<file path="src/rtl/ex_stage.sv">
// MIPS execute stage: combinational ALU, branch-target adder and a
// 32-iteration HI/LO multiply/divide unit with a stall back to the front end.
module ex_stage (
    input  logic        clk,
    input  logic        reset,
    input  logic        Valid_ID,
    input  logic [31:0] PC_plus4_ID,
    input  logic [31:0] Read_Data_1_ID,
    input  logic [31:0] Read_Data_2_ID,
    input  logic [31:0] Sign_ext_ID,
    input  logic [4:0]  Rt_ID,
    input  logic [4:0]  Rd_ID,
    input  logic        RegDst_ID,
    input  logic        ALUSrc_ID,
    input  logic [1:0]  ALUOp_ID,
    input  logic        RegWrite_ID,
    output logic [31:0] ALU_result_EX,
    output logic        Zero_EX,
    output logic [31:0] PC_next_EX,
    output logic [4:0]  Write_register_EX,
    output logic        RegWrite_EX,
    output logic        Stall_EX,
    output logic        Busy_EX
);
    typedef enum logic {S_IDLE, S_BUSY} state_t;

    state_t      state_q, state_d;
    logic [4:0]  cnt_q, cnt_d;
    logic [31:0] hi_q, hi_d, lo_q, lo_d;
    logic [31:0] wh_q, wh_d, wl_q, wl_d;     // working high/low halves
    logic [31:0] dvs_q, dvs_d, dvd_q, dvd_d;
    logic        is_div_q, is_div_d, neg_q, neg_d, neg_r_q, neg_r_d, dz_q, dz_d;

    logic [31:0] a, b, op_b;
    logic [5:0]  funct;
    logic [4:0]  shamt;
    logic        rtype, hilo_op, muldiv_op, mthi, mtlo, issue;
    logic        sgn, a_neg, b_neg;
    logic [31:0] alu_res;
    logic [32:0] sum33, rem33;
    logic [31:0] diff, step_hi, step_lo, q_fin, r_fin;
    logic        ge;
    logic [63:0] prod;

    assign a         = Read_Data_1_ID;
    assign b         = Read_Data_2_ID;
    assign op_b      = ALUSrc_ID ? Sign_ext_ID : b;
    assign funct     = Sign_ext_ID[5:0];
    assign shamt     = Sign_ext_ID[10:6];
    assign rtype     = Valid_ID && (ALUOp_ID == 2'b10);
    assign muldiv_op = rtype && (funct[5:2] == 4'b0110);
    assign hilo_op   = rtype && ((funct[5:2] == 4'b0100) || muldiv_op);
    assign mthi      = rtype && (funct == 6'b010001);
    assign mtlo      = rtype && (funct == 6'b010011);

    assign Busy_EX   = (state_q == S_BUSY);
    assign Stall_EX  = hilo_op && Busy_EX && !reset;
    assign issue     = muldiv_op && !Stall_EX && (state_q == S_IDLE);

    always_comb begin
        alu_res = a + op_b;
        if (ALUOp_ID == 2'b01) begin
            alu_res = a - op_b;
        end else if (ALUOp_ID == 2'b10) begin
            case (funct)
                6'b100000, 6'b100001: alu_res = a + op_b;
                6'b100010, 6'b100011: alu_res = a - op_b;
                6'b100100: alu_res = a & op_b;
                6'b100101: alu_res = a | op_b;
                6'b100110: alu_res = a ^ op_b;
                6'b100111: alu_res = ~(a | op_b);
                6'b101010: alu_res = {31'd0, $signed(a) < $signed(op_b)};
                6'b101011: alu_res = {31'd0, a < op_b};
                6'b000000: alu_res = op_b << shamt;
                6'b000010: alu_res = op_b >> shamt;
                6'b000011: alu_res = $signed(op_b) >>> shamt;
                6'b010000: alu_res = hi_q;
                6'b010010: alu_res = lo_q;
                default:   alu_res = 32'd0;
            endcase
        end
    end

    assign ALU_result_EX     = alu_res;
    assign Zero_EX           = (alu_res == 32'd0);
    assign PC_next_EX        = PC_plus4_ID + (Sign_ext_ID << 2);
    assign Write_register_EX = RegDst_ID ? Rd_ID : Rt_ID;
    assign RegWrite_EX       = RegWrite_ID && Valid_ID && !Stall_EX && !(mthi || mtlo || muldiv_op);

    // One iteration: shift-add multiply or restoring divide on magnitudes
    always_comb begin
        sum33 = {1'b0, wh_q} + (wl_q[0] ? {1'b0, dvs_q} : 33'd0);
        rem33 = {wh_q, wl_q[31]};
        ge    = rem33 >= {1'b0, dvs_q};
        diff  = rem33[31:0] - dvs_q;
        if (is_div_q) begin
            step_hi = ge ? diff : rem33[31:0];
            step_lo = {wl_q[30:0], ge};
        end else begin
            step_hi = sum33[32:1];
            step_lo = {sum33[0], wl_q[31:1]};
        end
        prod  = neg_q ? -{step_hi, step_lo} : {step_hi, step_lo};
        q_fin = neg_q ? -step_lo : step_lo;
        r_fin = neg_r_q ? -step_hi : step_hi;
    end

    assign sgn   = !funct[0];
    assign a_neg = sgn && a[31];
    assign b_neg = sgn && b[31];

    always_comb begin
        state_d  = state_q;
        cnt_d    = cnt_q;
        hi_d     = hi_q;
        lo_d     = lo_q;
        wh_d     = wh_q;
        wl_d     = wl_q;
        dvs_d    = dvs_q;
        dvd_d    = dvd_q;
        is_div_d = is_div_q;
        neg_d    = neg_q;
        neg_r_d  = neg_r_q;
        dz_d     = dz_q;
        case (state_q)
            S_IDLE: begin
                if (mthi) hi_d = a;
                if (mtlo) lo_d = a;
                if (issue) begin
                    state_d  = S_BUSY;
                    cnt_d    = 5'd0;
                    wh_d     = 32'd0;
                    wl_d     = a_neg ? -a : a;
                    dvs_d    = b_neg ? -b : b;
                    dvd_d    = a;
                    is_div_d = funct[1];
                    neg_d    = a_neg ^ b_neg;
                    neg_r_d  = a_neg;
                    dz_d     = funct[1] && (b == 32'd0);
                end
            end
            S_BUSY: begin
                cnt_d = cnt_q + 5'd1;
                wh_d  = step_hi;
                wl_d  = step_lo;
                if (cnt_q == 5'd31) begin
                    state_d = S_IDLE;
                    if (!is_div_q) begin
                        hi_d = prod[63:32];
                        lo_d = prod[31:0];
                    end else if (dz_q) begin
                        hi_d = dvd_q;
                        lo_d = 32'hFFFF_FFFF;
                    end else begin
                        hi_d = r_fin;
                        lo_d = q_fin;
                    end
                end
            end
            default: state_d = S_IDLE;
        endcase
    end

    always_ff @(posedge clk) begin
        if (reset) begin
            state_q  <= S_IDLE;
            cnt_q    <= 5'd0;
            hi_q     <= 32'd0;
            lo_q     <= 32'd0;
            wh_q     <= 32'd0;
            wl_q     <= 32'd0;
            dvs_q    <= 32'd0;
            dvd_q    <= 32'd0;
            is_div_q <= 1'b0;
            neg_q    <= 1'b0;
            neg_r_q  <= 1'b0;
            dz_q     <= 1'b0;
        end else begin
            state_q  <= state_d;
            cnt_q    <= cnt_d;
            hi_q     <= hi_d;
            lo_q     <= lo_d;
            wh_q     <= wh_d;
            wl_q     <= wl_d;
            dvs_q    <= dvs_d;
            dvd_q    <= dvd_d;
            is_div_q <= is_div_d;
            neg_q    <= neg_d;
            neg_r_q  <= neg_r_d;
            dz_q     <= dz_d;
        end
    end
endmodule

</file>
<file path="config.mk">
export PLATFORM = sky130hd
export DESIGN_NAME = ex_stage
export DESIGN_NICKNAME = d
export VERILOG_FILES = /design/src/rtl/ex_stage.sv
export SDC_FILE = /design/constraint.sdc
export NUM_CORES = 2
export LEC_CHECK = 0
export ABC_CLOCK_PERIOD_IN_PS = 25900
export CAP_MARGIN = 20
export CORE_AREA = 4 4 282 284
export CTS_CLUSTER_DIAMETER = 200
export DETAILED_ROUTE_END_ITERATION = 8
export DIE_AREA = 0 0 286 288
export PLACE_DENSITY = 0.68
export SYNTH_ARGS = -nofsm -noshare
export SYNTH_HDL_FRONTEND = slang
export SYNTH_SLANG_ARGS = --single-unit
</file>
<file path="constraint.sdc">
create_clock -name clk -period 25.9 [get_ports clk]
set_input_delay 5.18 -clock clk [delete_from_list [all_inputs] [get_ports clk]]
set_output_delay 5.18 -clock clk [all_outputs]
set_load 0.03 [all_outputs]
</file>
==> impl_results.html <==
<table>
<tr><th>Metric</th><th>Value</th></tr>
<tr><th colspan="2">Synthesis</th></tr>
<tr><td>Number of distinct standard cells referenced by the synthesized netlist</td><td>95</td></tr>
<tr><td>Top cells by instance count after synthesis</td><td>sky130_fd_sc_hd__nor2_1 (451), sky130_fd_sc_hd__nand2_1 (414), sky130_fd_sc_hd__a21oi_1 (353)</td></tr>
<tr><td>Synthesized instance count</td><td>approximately 4.3k</td></tr>
<tr><td>Register area share after synthesis</td><td>about an eighth</td></tr>
<tr><td>Netlist area before placement</td><td>30490 um2</td></tr>
<tr><td>Cell with the most instances after synthesis</td><td>sky130_fd_sc_hd__nor2_1</td></tr>
<tr><td>Number of flip-flops and latches in the synthesized netlist</td><td>between 200 and 250</td></tr>
<tr><td>Leading area contributor after synthesis</td><td>sky130_fd_sc_hd__dfxtp_1</td></tr>
<tr><td>Number of nets in the synthesized netlist</td><td>roughly 4.6k</td></tr>
<tr><td>Top flip-flop cell by instance count after synthesis</td><td>sky130_fd_sc_hd__dfxtp_1</td></tr>
<tr><td>Yosys Warn Count</td><td>0</td></tr>
<tr><td>Fraction of registers with async set/reset</td><td>0%</td></tr>
<tr><td>Number of synthesized flops with an enable pin</td><td>0</td></tr>
<tr><td>Fraction of synthesized cell area taken by the top area cell type</td><td>13.26%</td></tr>
<tr><td>Cell types occupying the most area after synthesis</td><td>sky130_fd_sc_hd__dfxtp_1 (13%), sky130_fd_sc_hd__ha_1 (8.0%), sky130_fd_sc_hd__a21oi_1 (5.8%), sky130_fd_sc_hd__nor2_1 (5.6%), sky130_fd_sc_hd__mux2i_1 (5.5%)</td></tr>
<tr><td>Mean area per synthesized cell</td><td>between 7 and 8 um2</td></tr>
<tr><th colspan="2">STA</th></tr>
<tr><td>Hold Fails Final Rpt</td><td>0</td></tr>
<tr><td>Slew at the pin closest to its max-slew limit</td><td>between 1 and 1.5 ns</td></tr>
<tr><td>Slew headroom</td><td>approximately a fifth</td></tr>
<tr><td>Setup TNS after final layout</td><td>0 ns</td></tr>
<tr><td>Minimum clock period</td><td>around 18 ns</td></tr>
<tr><td>Final Setup Violations</td><td>0</td></tr>
<tr><td>F_max</td><td>56.06 MHz</td></tr>
<tr><td>Period utilisation layout</td><td>between 60% and 70%</td></tr>
<tr><td>Hold Worst Slack</td><td>~0.45 ns</td></tr>
<tr><td>Fin Clk Skew</td><td>between 0.01 and 0.015 ns</td></tr>
<tr><td>Number of slew-limit violations in the final report</td><td>0</td></tr>
<tr><td>Setup repair after global routing missed its margin</td><td>false</td></tr>
<tr><th colspan="2">Drt</th></tr>
<tr><td>Post-detailed-route DRC marker count</td><td>0</td></tr>
<tr><td>Vias per cell</td><td>between 6 and 7</td></tr>
<tr><td>Total detailed-routing wirelength</td><td>~140 mm</td></tr>
<tr><td>Routed wire per std cell</td><td>around 27 um</td></tr>
<tr><td>Top layer in use</td><td>met5</td></tr>
<tr><td>Iter 0 DRT Violations</td><td>slightly above 5k</td></tr>
<tr><td>First drt pass iteration count</td><td>8</td></tr>
<tr><td>Routed length on met2</td><td>just under 60 mm</td></tr>
<tr><td>Routed met3 length</td><td>around 18 mm</td></tr>
<tr><td>DRT met1 WL</td><td>58.09 mm</td></tr>
<tr><td>Via total after detailed routing</td><td>between 30k and 40k</td></tr>
<tr><td>Remaining antenna violation count after routing</td><td>0</td></tr>
<tr><th colspan="2">CTS</th></tr>
<tr><td>Clock sink total</td><td>between 200 and 250</td></tr>
<tr><td>Post-CTS sizing</td><td>0</td></tr>
<tr><td>H-Tree Level Count</td><td>1</td></tr>
<tr><td>Clock-pin slew of the registers on the worst-case setup and hold paths</td><td>~0.06 ns</td></tr>
<tr><td>Clk Latency, worst-skew pair</td><td>roughly 0.55 ns</td></tr>
<tr><td># hold bufs at CTS</td><td>0</td></tr>
<tr><td>CTS buffer count</td><td>23</td></tr>
<tr><td>Clock tree from TritonCTS</td><td>done</td></tr>
<tr><td>Root buf cell</td><td>sky130_fd_sc_hd__clkbuf_16</td></tr>
<tr><td>Number of buffers on the longest clock path</td><td>3</td></tr>
<tr><td>Buffers inserted during post-CTS setup optimization</td><td>0</td></tr>
<tr><th colspan="2">Finish</th></tr>
<tr><td># nets final</td><td>4586</td></tr>
<tr><td>Layout cells sized above 1</td><td>~7.4%</td></tr>
<tr><td>Area growth, synth to finish</td><td>11.30%</td></tr>
<tr><td>Filler cell count in the final layout</td><td>8015</td></tr>
<tr><td>Ant. Diodes</td><td>0</td></tr>
<tr><td>Post-route design area</td><td>roughly 34000 um2</td></tr>
<tr><th colspan="2">Global routing</th></tr>
<tr><td>Global-route wire length before repair</td><td>between 200 and 250 mm</td></tr>
<tr><td>Number of global-route vias before repair</td><td>between 30k and 40k</td></tr>
<tr><td>Total overflow reported by the global router</td><td>0</td></tr>
<tr><td>Overall fraction of global-route tracks in use</td><td>32.44%</td></tr>
<tr><td>Largest net degree at the start of global routing</td><td>approximately 110</td></tr>
<tr><td>Number of antenna violations at the first check in global routing</td><td>4</td></tr>
<tr><th colspan="2">Setup path</th></tr>
<tr><td>Arr. time, crit path</td><td>12.66 ns</td></tr>
<tr><td>Setup crit start kind</td><td>primary input</td></tr>
<tr><td>Standard cell with the maximum stage delay on the critical path</td><td>sky130_fd_sc_hd__a21boi_0</td></tr>
<tr><td>Type of element capturing the critical path</td><td>primary output</td></tr>
<tr><td>Critical path peak fanout</td><td>47</td></tr>
<tr><td>Req. time, crit path</td><td>~21 ns</td></tr>
<tr><td>Start-to-end type of the worst setup path</td><td>in -&gt; out</td></tr>
<tr><td>CP peak stage delay</td><td>around 0.77 ns</td></tr>
<tr><td>Worst-case reg-to-reg path depth</td><td>21</td></tr>
<tr><td>Cell breakdown of the critical path</td><td>buf_4, buf_4, inv_2, a21boi_0, inv_1, ha_1, a21o_1, and3_1, a21oi_1, a21oi_1, o31ai_1, o21bai_1, a311oi_1, o32ai_1, a22o_1, a2bb2oi_1, or4_1, or4b_1, nor4b_2, clkdlybuf4s50_1</td></tr>
<tr><td>Slack of the worst reg-to-reg path</td><td>18.38 ns</td></tr>
<tr><th colspan="2">Place</th></tr>
<tr><td>IO Port Bufs</td><td>between 200 and 250</td></tr>
<tr><td>Gp weighted congestion</td><td>roughly 1.1</td></tr>
<tr><td>Hpwl dp</td><td>around 110 mm</td></tr>
<tr><td>Cell area after placement</td><td>~33000 um2</td></tr>
<tr><th colspan="2">Floorplan</th></tr>
<tr><td>Site Rows</td><td>just over 100</td></tr>
<tr><td>Number of top-level pins</td><td>between 200 and 250</td></tr>
<tr><td>Die footprint</td><td>82370 um2</td></tr>
<tr><td>Core Box Area</td><td>slightly below 80000 um2</td></tr>
<tr><td>Die boundary height</td><td>288 um</td></tr>
<tr><td>Starting utilization of the core area</td><td>39.55%</td></tr>
<tr><td>Die W</td><td>approximately 290 um</td></tr>
<tr><th colspan="2">Min path</th></tr>
<tr><td>Instance count along the most critical hold path</td><td>2</td></tr>
<tr><td>Min-delay worst type</td><td>reg -&gt; reg</td></tr>
<tr><th colspan="2">Power</th></tr>
<tr><td>Cell area power density</td><td>~36 nW/um2</td></tr>
<tr><td>Leakage power</td><td>about 13 nW</td></tr>
<tr><td>Worst voltage drop across the vdd grid</td><td>roughly 45 uV</td></tr>
<tr><th colspan="2">Outcome</th></tr>
<tr><td>Outcome</td><td>finished clean</td></tr>
<tr><th colspan="2">Flow run</th></tr>
<tr><td>Number of maximum-capacitance constraint violations</td><td>0</td></tr>
</table>
stage by stage:
| stage | setup WS, ns | utilization [%] | std cells | power, W |
|---|---|---|---|---|
| 2_1_floorplan | 8.264 | - | 4254 | 0.0006661 |
| 6_report | 8.061 | 44.02 | 5294 | 0.001222 |
| 3_5_place_dp | 8.324 | 43.01 | 5251 | 0.0008670 |
| 5_1_grt | 7.557 | 44.02 | 5294 | 0.001262 |
| 4_1_cts | 8.290 | 43.97 | 5290 | 0.001206 |
| 3_3_place_gp | 8.398 | 43.01 | 5251 | 0.0008692 |
logic make-up after synthesis:
group                    Yosys count  synth area share, %
multiplexers                     299                13.13
AND/OR/NAND/NOR                 1427                21.99
flip-flops                       202                13.26
AO/OA/AOI/OAI                   1371                29.72
XOR/XNOR                         231                6.637
adder cells (fa/ha/maj)          201                8.364
buffers and inverters            523                6.883
sequential cells by signal, summed over array words and instances, names as in the netlist, 5 cells and up:
register  flops
dvs_q        32
wl_q         32
cnt_q         5
wh_q         32
dvd_q        32
lo_q         32
hi_q         32
per-layer routing:
| metal | track usage, % | vias to the layer above |
|---|---|---|
| li1 | - | 15720 |
| met4 | 13.08 | 4 |
| met1 | 44.91 | 16680 |
| met5 | 0 | - |
| met2 | 48.14 | 2301 |
| met3 | 8.100 | 374 |
layout make-up:
| cell class | instances | area [um2] | area share [%] |
|---|---|---|---|
| Multi-Input combinational cell | 3529 | 24390 | 71.89 |
| Sequential cell | 202 | 4051 | 11.94 |
| Timing Repair Buffer | 292 | 2718 | 8.009 |
| Tap cell | 1040 | 1301 | 3.835 |
| Inverter | 192 | 721.9 | 2.128 |
| Clock buffer | 28 | 634.4 | 1.870 |
| Clock inverter | 11 | 110.1 | 0.3245 |
path summary, 6_finish.rpt:
check                    startpoint                endpoint
max                       ALUSrc_ID                 Zero_EX
max reg2reg    wh_q[0]$_SDFFE_PP0P_   hi_q[10]$_SDFFE_PP0P_
min reg2reg  dvd_q[12]$_SDFFE_PP0P_  dvd_q[12]$_SDFFE_PP0P_
min          dvd_q[12]$_SDFFE_PP0P_  dvd_q[12]$_SDFFE_PP0P_
placed cells by master, fill, tap and decap left out, types with 27 or more instances in the layout:
master,synthesis,routed
sky130_fd_sc_hd__nor4_1,41,41
sky130_fd_sc_hd__mux2_2,61,61
sky130_fd_sc_hd__buf_4,8,78
sky130_fd_sc_hd__nand2b_1,42,42
sky130_fd_sc_hd__a211oi_1,113,113
sky130_fd_sc_hd__a21oi_1,353,352
sky130_fd_sc_hd__nor3_1,98,95
sky130_fd_sc_hd__or3_1,45,45
sky130_fd_sc_hd__xnor2_1,150,150
sky130_fd_sc_hd__a21o_1,68,68
sky130_fd_sc_hd__o21ai_0,269,269
sky130_fd_sc_hd__xor2_1,81,81
sky130_fd_sc_hd__a31oi_1,65,65
sky130_fd_sc_hd__a311oi_1,29,29
sky130_fd_sc_hd__o31ai_1,38,37
sky130_fd_sc_hd__nor2b_1,27,27
sky130_fd_sc_hd__and2_1,50,50
sky130_fd_sc_hd__ha_1,195,195
sky130_fd_sc_hd__o22ai_1,35,35
sky130_fd_sc_hd__a22oi_1,29,29
sky130_fd_sc_hd__clkdlybuf4s50_1,0,205
sky130_fd_sc_hd__and3_1,57,57
sky130_fd_sc_hd__o21a_1,39,39
sky130_fd_sc_hd__nand4_1,27,27
sky130_fd_sc_hd__inv_1,187,185
sky130_fd_sc_hd__dfxtp_1,202,200
sky130_fd_sc_hd__o211ai_1,60,60
sky130_fd_sc_hd__mux4_2,63,63
sky130_fd_sc_hd__nor2_1,451,450
sky130_fd_sc_hd__mux2i_1,166,166
sky130_fd_sc_hd__nand2_1,414,412
sky130_fd_sc_hd__nand3_1,83,83
critical path, delay by kind of cell:
kind | cells | cell delay [ns]
AO/OA/AOI/OAI | 10 | 3.25
adder cells (fa/ha/maj) | 1 | 0.26
AND/OR/NAND/NOR | 4 | 1.59
buffers and inverters | 5 | 2.31
where the power goes:
| part | leakage [nW] | switching [W] | internal, W |
|---|---|---|---|
| Clock | 0.363 | 0.000156 | 0.000186 |
| Sequential | 1.63 | 0.00000169 | 0.000311 |
| Combinational | 11.3 | 0.000360 | 0.000208 |
Power figures use the tool's default switching activity.
